--- src/rtl/mem_arb_ctrl.sv ---
// mem_arb_ctrl: two-port arbiter/sequencer in front of a 4K x 8 single-port
// memory macro. Grants requesters round-robin, drives the memory pins with
// fixed access timing, returns read data and sequences the memory reset.
// Optional build macro: MEM_ARB_FIXED_PRIO_EN gives port 0 fixed priority
// on simultaneous requests instead of round-robin.
module mem_arb_ctrl #(
  parameter int ACC_CYC  = 2,  // cycles the strobe is held per access (1..15)
  parameter int RD_LAT   = 1,  // wait cycles before sampling mem_dout (0..7)
  parameter int INIT_CYC = 4   // cycles mem_rst is held after reset (1..255)
) (
  input  logic        clk,
  input  logic        rst,       // asynchronous, active-low
  input  logic        req0,
  input  logic        req1,
  input  logic        we0,
  input  logic        we1,
  input  logic [11:0] addr0,
  input  logic [11:0] addr1,
  input  logic [7:0]  wdata0,
  input  logic [7:0]  wdata1,
  output logic        gnt0,
  output logic        gnt1,
  output logic        done0,
  output logic        done1,
  output logic [7:0]  rdata0,
  output logic [7:0]  rdata1,
  output logic        busy,
  output logic        mem_rst,
  output logic        mem_cen,
  output logic        mem_rd,
  output logic        mem_wr,
  output logic [11:0] mem_add,
  output logic [7:0]  mem_din,
  input  logic [7:0]  mem_dout
);

  localparam logic [3:0] LP_ACC_LAST  = 4'(ACC_CYC - 1);
  localparam logic [3:0] LP_WAIT_LAST = 4'((RD_LAT > 0) ? (RD_LAT - 1) : 0);
  localparam logic [7:0] LP_INIT_LAST = 8'(INIT_CYC - 1);
  localparam bit         LP_NO_WAIT   = (RD_LAT == 0);

  typedef enum logic [2:0] {
    S_INIT   = 3'd0,
    S_IDLE   = 3'd1,
    S_ACCESS = 3'd2,
    S_WAIT   = 3'd3,
    S_DONE   = 3'd4
  } state_t;

  state_t      r_state;
  state_t      w_state_nxt;
  logic [7:0]  r_init_cnt;
  logic [3:0]  r_cyc_cnt;
  logic        r_we;
  logic        r_id;

  logic        w_grant;
  logic        w_gnt_id;
  logic        w_we_sel;
  logic [11:0] w_addr_sel;
  logic [7:0]  w_wdata_sel;
  logic        w_init_last;
  logic        w_acc_last;
  logic        w_wait_last;
  logic        w_rd_sample;

`ifdef MEM_ARB_FIXED_PRIO_EN
  // Port 0 wins whenever it is requesting.
  assign w_gnt_id = ~req0;
`else
  logic r_rr_last;

  // A lone request wins; a tie goes to the port that was not served last.
  assign w_gnt_id = (req0 & req1) ? ~r_rr_last : req1;

  // Remember which port was granted most recently for the round-robin tie-break.
  always_ff @(posedge clk or negedge rst) begin
    if (!rst) begin
      r_rr_last <= 1'b1;
    end else if (w_grant) begin
      r_rr_last <= w_gnt_id;
    end
  end
`endif

  assign w_grant     = (r_state == S_IDLE) && (req0 || req1);
  assign w_we_sel    = w_gnt_id ? we1    : we0;
  assign w_addr_sel  = w_gnt_id ? addr1  : addr0;
  assign w_wdata_sel = w_gnt_id ? wdata1 : wdata0;

  assign w_init_last = (r_init_cnt == LP_INIT_LAST);
  assign w_acc_last  = (r_cyc_cnt == LP_ACC_LAST);
  assign w_wait_last = (r_cyc_cnt == LP_WAIT_LAST);

  // With no wait phase the read data is captured on the last access edge.
  assign w_rd_sample = ((r_state == S_ACCESS) && w_acc_last && !r_we && LP_NO_WAIT) ||
                       ((r_state == S_WAIT) && w_wait_last);

  // State register; reset always restarts the memory init sequence.
  always_ff @(posedge clk or negedge rst) begin
    if (!rst) begin
      r_state <= S_INIT;
    end else begin
      r_state <= w_state_nxt;
    end
  end

  // Next-state decode.
  always_comb begin
    w_state_nxt = r_state;
    case (r_state)
      S_INIT:   if (w_init_last) w_state_nxt = S_IDLE;
      S_IDLE:   if (w_grant) w_state_nxt = S_ACCESS;
      S_ACCESS: begin
        if (w_acc_last) begin
          if (r_we || LP_NO_WAIT) w_state_nxt = S_DONE;
          else                    w_state_nxt = S_WAIT;
        end
      end
      S_WAIT:   if (w_wait_last) w_state_nxt = S_DONE;
      S_DONE:   w_state_nxt = S_IDLE;
      default:  w_state_nxt = S_INIT;
    endcase
  end

  // Requester-side handshake outputs decoded from the current state.
  always_comb begin
    gnt0  = 1'b0;
    gnt1  = 1'b0;
    done0 = 1'b0;
    done1 = 1'b0;
    busy  = 1'b1;
    case (r_state)
      S_IDLE: begin
        busy = 1'b0;
        gnt0 = w_grant & ~w_gnt_id;
        gnt1 = w_grant &  w_gnt_id;
      end
      S_DONE: begin
        done0 = ~r_id;
        done1 =  r_id;
      end
      default: ;
    endcase
  end

  // Init and per-phase cycle counters; the phase counter restarts on every state change.
  always_ff @(posedge clk or negedge rst) begin
    if (!rst) begin
      r_init_cnt <= 8'd0;
      r_cyc_cnt  <= 4'd0;
    end else begin
      if ((r_state == S_INIT) && !w_init_last) begin
        r_init_cnt <= r_init_cnt + 8'd1;
      end
      if (w_state_nxt != r_state) begin
        r_cyc_cnt <= 4'd0;
      end else if ((r_state == S_ACCESS) || (r_state == S_WAIT)) begin
        r_cyc_cnt <= r_cyc_cnt + 4'd1;
      end
    end
  end

  // Latch direction and owner of the granted transaction.
  always_ff @(posedge clk or negedge rst) begin
    if (!rst) begin
      r_we <= 1'b0;
      r_id <= 1'b0;
    end else if (w_grant) begin
      r_we <= w_we_sel;
      r_id <= w_gnt_id;
    end
  end

  // Registered memory pins, driven from the state being entered.
  always_ff @(posedge clk or negedge rst) begin
    if (!rst) begin
      mem_rst <= 1'b1;
      mem_cen <= 1'b1;
      mem_rd  <= 1'b0;
      mem_wr  <= 1'b0;
      mem_add <= 12'h000;
      mem_din <= 8'h00;
    end else begin
      mem_rst <= (w_state_nxt == S_INIT);
      mem_cen <= ~((w_state_nxt == S_ACCESS) || (w_state_nxt == S_WAIT));
      if (w_grant) begin
        mem_add <= w_addr_sel;
        mem_wr  <= w_we_sel;
        mem_rd  <= ~w_we_sel;
        if (w_we_sel) begin
          mem_din <= w_wdata_sel;
        end
      end else if ((r_state == S_ACCESS) && w_acc_last) begin
        mem_rd <= 1'b0;
        mem_wr <= 1'b0;
      end
    end
  end

  // Capture read data into the owning port only; the other port keeps its value.
  always_ff @(posedge clk or negedge rst) begin
    if (!rst) begin
      rdata0 <= 8'h00;
      rdata1 <= 8'h00;
    end else if (w_rd_sample) begin
      if (r_id) rdata1 <= mem_dout;
      else      rdata0 <= mem_dout;
    end
  end

endmodule

--- config.mk ---
export PLATFORM = sky130hd
export DESIGN_NAME = mem_arb_ctrl
export DESIGN_NICKNAME = d
export VERILOG_FILES = /design/src/rtl/mem_arb_ctrl.sv
export SDC_FILE = /design/constraint.sdc
export NUM_CORES = 1
export LEC_CHECK = 0
export BUFFER_PORTS_ARGS = -buffer_cell sky130_fd_sc_hd__buf_2
export CORE_AREA = 2 2 99 63
export DETAILED_ROUTE_END_ITERATION = 10
export DIE_AREA = 0 0 101 65
export HOLD_SLACK_MARGIN = 0.15
export PLACE_DENSITY = 0.78
export SLEW_MARGIN = 10
export SYNTH_ARGS = -nofsm -noshare
export SYNTH_HDL_FRONTEND = slang
export SYNTH_SLANG_ARGS = --single-unit
--- constraint.sdc ---
create_clock -name clk -period 2.3 [get_ports clk]
set_input_delay 0.23 -clock clk [delete_from_list [all_inputs] [get_ports clk]]
set_output_delay 0.23 -clock clk [all_outputs]
set_load 0.01 [all_outputs]
==> metrics.txt <==
# TYPE chip_impl_metric gauge
chip_impl_info{name="run_status",value="complete, no violations"} 1
chip_impl_metric{name="final_period_minus_worst_setup_slack",unit="ns"} 2.087
chip_impl_metric{name="core_area",unit="um2"} 5781
chip_impl_metric{name="layout-drive-gt1-share",unit="%"} 50.00
chip_impl_metric{name="full_die_area",unit="um2"} 6565
chip_impl_metric{name="vdd.ir_drop.worst",unit="V"} 0.0007364
chip_impl_metric{name="grt_overflow",unit=""} 0
chip_impl_metric{name="worstSetupPathDepth",unit=""} 5
chip_impl_info{name="critical-path-top-delay-family",value="flip-flops"} 1
chip_impl_metric{name="cts-buffers-inserted",unit=""} 9
chip_impl_metric{name="worst-path-buf-inv",unit=""} 2
chip_impl_metric{name="timing.critical_path.required",unit="ns"} 2.07
chip_impl_metric{name="areaGrowthSynthToFinish",unit="%"} 37.42
chip_impl_metric{name="antenna_found_initial",unit=""} 0
chip_impl_metric{name="finalClockSkew",unit="ns"} 0.008825
chip_impl_metric{name="largest_net_degree_at_the_start_of_global_routing",unit=""} 34
chip_impl_metric{name="dieHeight",unit="um"} 65
chip_impl_metric{name="worst-path-max-fanout",unit=""} 20
chip_impl_info{name="timing.critical_path.from",value="r_state[2]$_DFF_PN0_"} 1
chip_impl_metric{name="tightest_slew",unit="ns"} 0.5831
chip_impl_metric{name="synth.ff_latch_count",unit=""} 58
chip_impl_info{name="r2r-start",value="r_cyc_cnt[0]$_DFFE_PN0P_"} 1
chip_impl_metric{name="worst_slack",unit="ns"} 0.2135
chip_impl_metric{name="gp_congestion",unit=""} 0.9291
chip_impl_metric{name="synth-async-reset-ratio",unit="%"} 100.0
chip_impl_metric{name="cts_post_setup_buffers_inserted",unit=""} 0
chip_impl_info{name="critical-path-slowest-cell",value="sky130_fd_sc_hd__dfrtp_1"} 1
chip_impl_metric{name="cell_area_after_synthesis",unit="um2"} 2705
chip_impl_metric{name="insertedDiodeCount",unit=""} 0
chip_impl_metric{name="global_route_wire_length_before_repair",unit="mm"} 9.929
chip_impl_metric{name="synth_enable_flop_cells",unit=""} 0
chip_impl_metric{name="antenna_left",unit=""} 0
chip_impl_metric{name="ios",unit=""} 99
chip_impl_metric{name="synth.yosys.seq_area_share",unit="%"} 53.79
chip_impl_metric{name="final_slew_viol_count",unit=""} 0
chip_impl_metric{name="detailedRoute.firstIterationViolations",unit=""} 220
chip_impl_metric{name="clock_h_tree_levels",unit=""} 3
chip_impl_metric{name="detail_route.wl_per_cell",unit="um"} 14.81
chip_impl_info{name="cts.root.buffer_cell",value="sky130_fd_sc_hd__clkbuf_8"} 1
chip_impl_metric{name="timing.reg2reg.worst_path_depth",unit=""} 6
chip_impl_metric{name="floorplan.die.width",unit="um"} 101
chip_impl_metric{name="detail_route.vias_per_cell",unit=""} 5.205
chip_impl_metric{name="final-seq-area",unit="um2"} 1455
chip_impl_metric{name="detailroute.wirelength.met2",unit="mm"} 2.611
chip_impl_info{name="top_signal_layer_used",value="met4"} 1
chip_impl_metric{name="drt_pass1_iterations",unit=""} 4
chip_impl_metric{name="area_post_placement",unit="um2"} 3298
chip_impl_metric{name="reg2reg_slack",unit="ns"} 0.30
chip_impl_metric{name="routed-via-count",unit=""} 2155
chip_impl_metric{name="path_clk_slew",unit="ns"} 0.07
chip_impl_metric{name="power_density",unit="nW/um2"} 1256
chip_impl_metric{name="synth.lib_cells_used.distinct",unit=""} 51
chip_impl_metric{name="dp_hpwl",unit="mm"} 4.361
chip_impl_metric{name="final_nets",unit=""} 395
chip_impl_info{name="path_cells",value="nor3b_2, o21ai_2, buf_4, nor2_4, buf_2"} 1
chip_impl_info{name="min-delay-start",value="addr1[0]"} 1
chip_impl_metric{name="min_period_over_period",unit="%"} 90.72
chip_impl_metric{name="synth.net_count",unit=""} 267
chip_impl_info{name="synth_top_flop_cell",value="sky130_fd_sc_hd__dfrtp_1"} 1
chip_impl_metric{name="initial_utilization",unit="%"} 46.80
chip_impl_metric{name="timing.max_slew.rel_slack",unit="%"} 61.13
chip_impl_metric{name="multi_input_area",unit="um2"} 1180
chip_impl_metric{name="place_worst_setup_slack",unit="ns"} 0.3042
chip_impl_metric{name="power.static_leakage",unit="nW"} 1.834
chip_impl_metric{name="numPortBuffers",unit=""} 98
chip_impl_metric{name="yosys_warnings",unit=""} 0
chip_impl_metric{name="synth_cells",unit=""} 209
chip_impl_metric{name="max_freq",unit="GHz"} 0.4793
chip_impl_info{name="start_kind",value="register"} 1
chip_impl_metric{name="setup_tns",unit="ns"} 0
chip_impl_metric{name="maxCapViolCount",unit=""} 0
chip_impl_metric{name="final-setup-viol-count",unit=""} 0
chip_impl_metric{name="fin_area",unit="um2"} 3717
chip_impl_info{name="classification_of_the_worst_slack_hold_path",value="input port to register"} 1
chip_impl_metric{name="arrival_time_of_the_worst_setup_path",unit="ns"} 1.86
chip_impl_metric{name="wl_met1",unit="mm"} 2.946
chip_impl_metric{name="placement_rows",unit=""} 22
chip_impl_metric{name="timing.critical_path.slowest_cell_delay",unit="ns"} 0.52
chip_impl_info{name="timing.rr.end",value="r_cyc_cnt[2]$_DFFE_PN0P_"} 1
chip_impl_metric{name="timing.hold.ws",unit="ns"} 0.1955
chip_impl_metric{name="postRouteWirelength",unit="mm"} 6.133
chip_impl_metric{name="wl_met3",unit="um"} 480
chip_impl_metric{name="nFillCells",unit=""} 451
chip_impl_metric{name="tritoncts_num_sinks",unit=""} 58
chip_impl_info{name="criticalPathCategory",value="register to output port"} 1
chip_impl_info{name="rsz0062_at_grt",value="no"} 1
chip_impl_metric{name="first_global_vias",unit=""} 2063
chip_impl_metric{name="clock_tree.buffer_depth",unit=""} 2
chip_impl_metric{name="hold_violations",unit=""} 0
chip_impl_info{name="cts_tree",value="yes"} 1
chip_impl_metric{name="insertion_delay",unit="ns"} 0.33
chip_impl_metric{name="final_core_utilization",unit="%"} 64.31
chip_impl_metric{name="avgSynthCellArea",unit="um2"} 12.94
chip_impl_metric{name="global_route_usage_over_all_layers",unit="%"} 20.08
chip_impl_info{name="type_of_destination_of_the_critical_path",value="output port"} 1
chip_impl_info{name="endpoint",value="gnt0"} 1
chip_impl_metric{name="drt_drc_violations_left",unit=""} 0
-- cells by family after synthesis --
family          Yosys count  synth area share [%]
simple gates             47                 11.61
buf+inv                  14                 2.914
mux                      34                 14.11
compound gates           44                 13.14
xor+xnor                  8                 2.590
fa+ha+maj                 4                 1.850
flops                    58                 53.79
-- sequential cells by signal, indices dropped and copies added (netlist names) --
signal	cells
mem_add	12
mem_din	8
r_init_cnt	8
rdata0	8
rdata1	8
r_cyc_cnt	4
r_state	3
mem_cen	1
mem_rd	1
mem_rst	1
mem_wr	1
r_id	1
r_rr_last	1
r_we	1
-- per-stage QoR --
step                instances  total power, mW
detailed placement        377            3.705
CTS                       414            4.704
global placement          377            3.643
finish                    414            4.668
floorplan                 209            3.031
global route              414            5.005
-- synth_stat cells (2+ instances only) --
cell                       number  share of area, %
sky130_fd_sc_hd__a31oi_1        2              0.46
sky130_fd_sc_hd__dfstp_2        3               2.9
sky130_fd_sc_hd__nand3_1        6               1.1
sky130_fd_sc_hd__nor2_1         6              0.83
sky130_fd_sc_hd__nand4_1        2              0.46
sky130_fd_sc_hd__nor3b_1        2              0.55
sky130_fd_sc_hd__dfrtp_1       55                51
sky130_fd_sc_hd__xor2_1         2              0.65
sky130_fd_sc_hd__inv_1          4              0.55
sky130_fd_sc_hd__buf_2          3              0.55
sky130_fd_sc_hd__clkbuf_1       2              0.28
sky130_fd_sc_hd__nor4_1         3              0.69
sky130_fd_sc_hd__or3_1          2              0.46
sky130_fd_sc_hd__xnor2_1        6               1.9
sky130_fd_sc_hd__ha_1           4               1.9
sky130_fd_sc_hd__a22o_1        12               3.9
sky130_fd_sc_hd__mux2_2        33                14
sky130_fd_sc_hd__and2_1         2              0.46
sky130_fd_sc_hd__a21o_1        15               4.2
sky130_fd_sc_hd__nand2_1        7              0.97
sky130_fd_sc_hd__and3b_1        3              0.97
sky130_fd_sc_hd__buf_4          4               1.1
sky130_fd_sc_hd__a311oi_1       2              0.65
sky130_fd_sc_hd__a21oi_1        2              0.37
-- area by class of cell --
cell class | count | share of cell area (%)
flip-flops and latches | 58 | 39.15
multi-input cells | 137 | 31.74
repair buffers | 127 | 20.80
clock buffers | 10 | 3.702
well taps | 72 | 2.423
clock inverters | 6 | 1.784
inverters | 4 | 0.4039
-- layer usage --
layer,global-route usage [%],vias up
li1,-,1030
met1,28.07,1007
met2,29.50,106
met3,5.933,12
met4,7.770,0
met5,0,-
-- worst min path at each step --
stage	end	cells past startpoint	slack, ns
final	mem_add[0]$_DFFE_PN0P_	3	0.20
after floorplan	mem_add[0]$_DFFE_PN0P_	0	-0.07
after detailed placement	mem_din[0]$_DFFE_PN0P_	1	0.26
after global routing	mem_add[4]$_DFFE_PN0P_	3	0.18
after CTS	mem_add[0]$_DFFE_PN0P_	3	0.18
after global placement	mem_din[0]$_DFFE_PN0P_	1	0.27
-- tightest hold or removal path: stages --
cell,delay (ns)
sky130_fd_sc_hd__buf_2,0.08
sky130_fd_sc_hd__a22o_1,0.11
sky130_fd_sc_hd__a21o_1,0.08
-- layout by cell type, fill, tap and decap left out, types with 7 or more instances in the layout --
cell | synthesis | routed
sky130_fd_sc_hd__a21o_1 | 15 | 15
sky130_fd_sc_hd__a22o_1 | 12 | 12
sky130_fd_sc_hd__buf_2 | 3 | 98
sky130_fd_sc_hd__buf_4 | 4 | 7
sky130_fd_sc_hd__clkbuf_8 | 0 | 10
sky130_fd_sc_hd__dfrtp_1 | 55 | 55
sky130_fd_sc_hd__dlygate4sd3_1 | 0 | 21
sky130_fd_sc_hd__mux2_2 | 33 | 33
sky130_fd_sc_hd__nand2_1 | 7 | 7
-- timing repair --
| item | 4_1_cts | 5_1_grt |
|---|---|---|
| gates resized for setup | 0 | 1 |
| endpoints found under the setup margin | 0 | 2 |
| endpoints found under the hold margin | 53 | 0 |
| hold buffers | 21 | 0 |
-- power breakdown --
| part | switching, mW | total (mW) | internal (mW) |
|---|---|---|---|
| Clock | 0.413 | 0.941 | 0.529 |
| Combinational | 0.878 | 1.87 | 0.993 |
| Sequential | 0.343 | 1.86 | 1.51 |
| Total | 1.63 | 4.67 | 3.03 |
(Power assumes the default switching activity.)
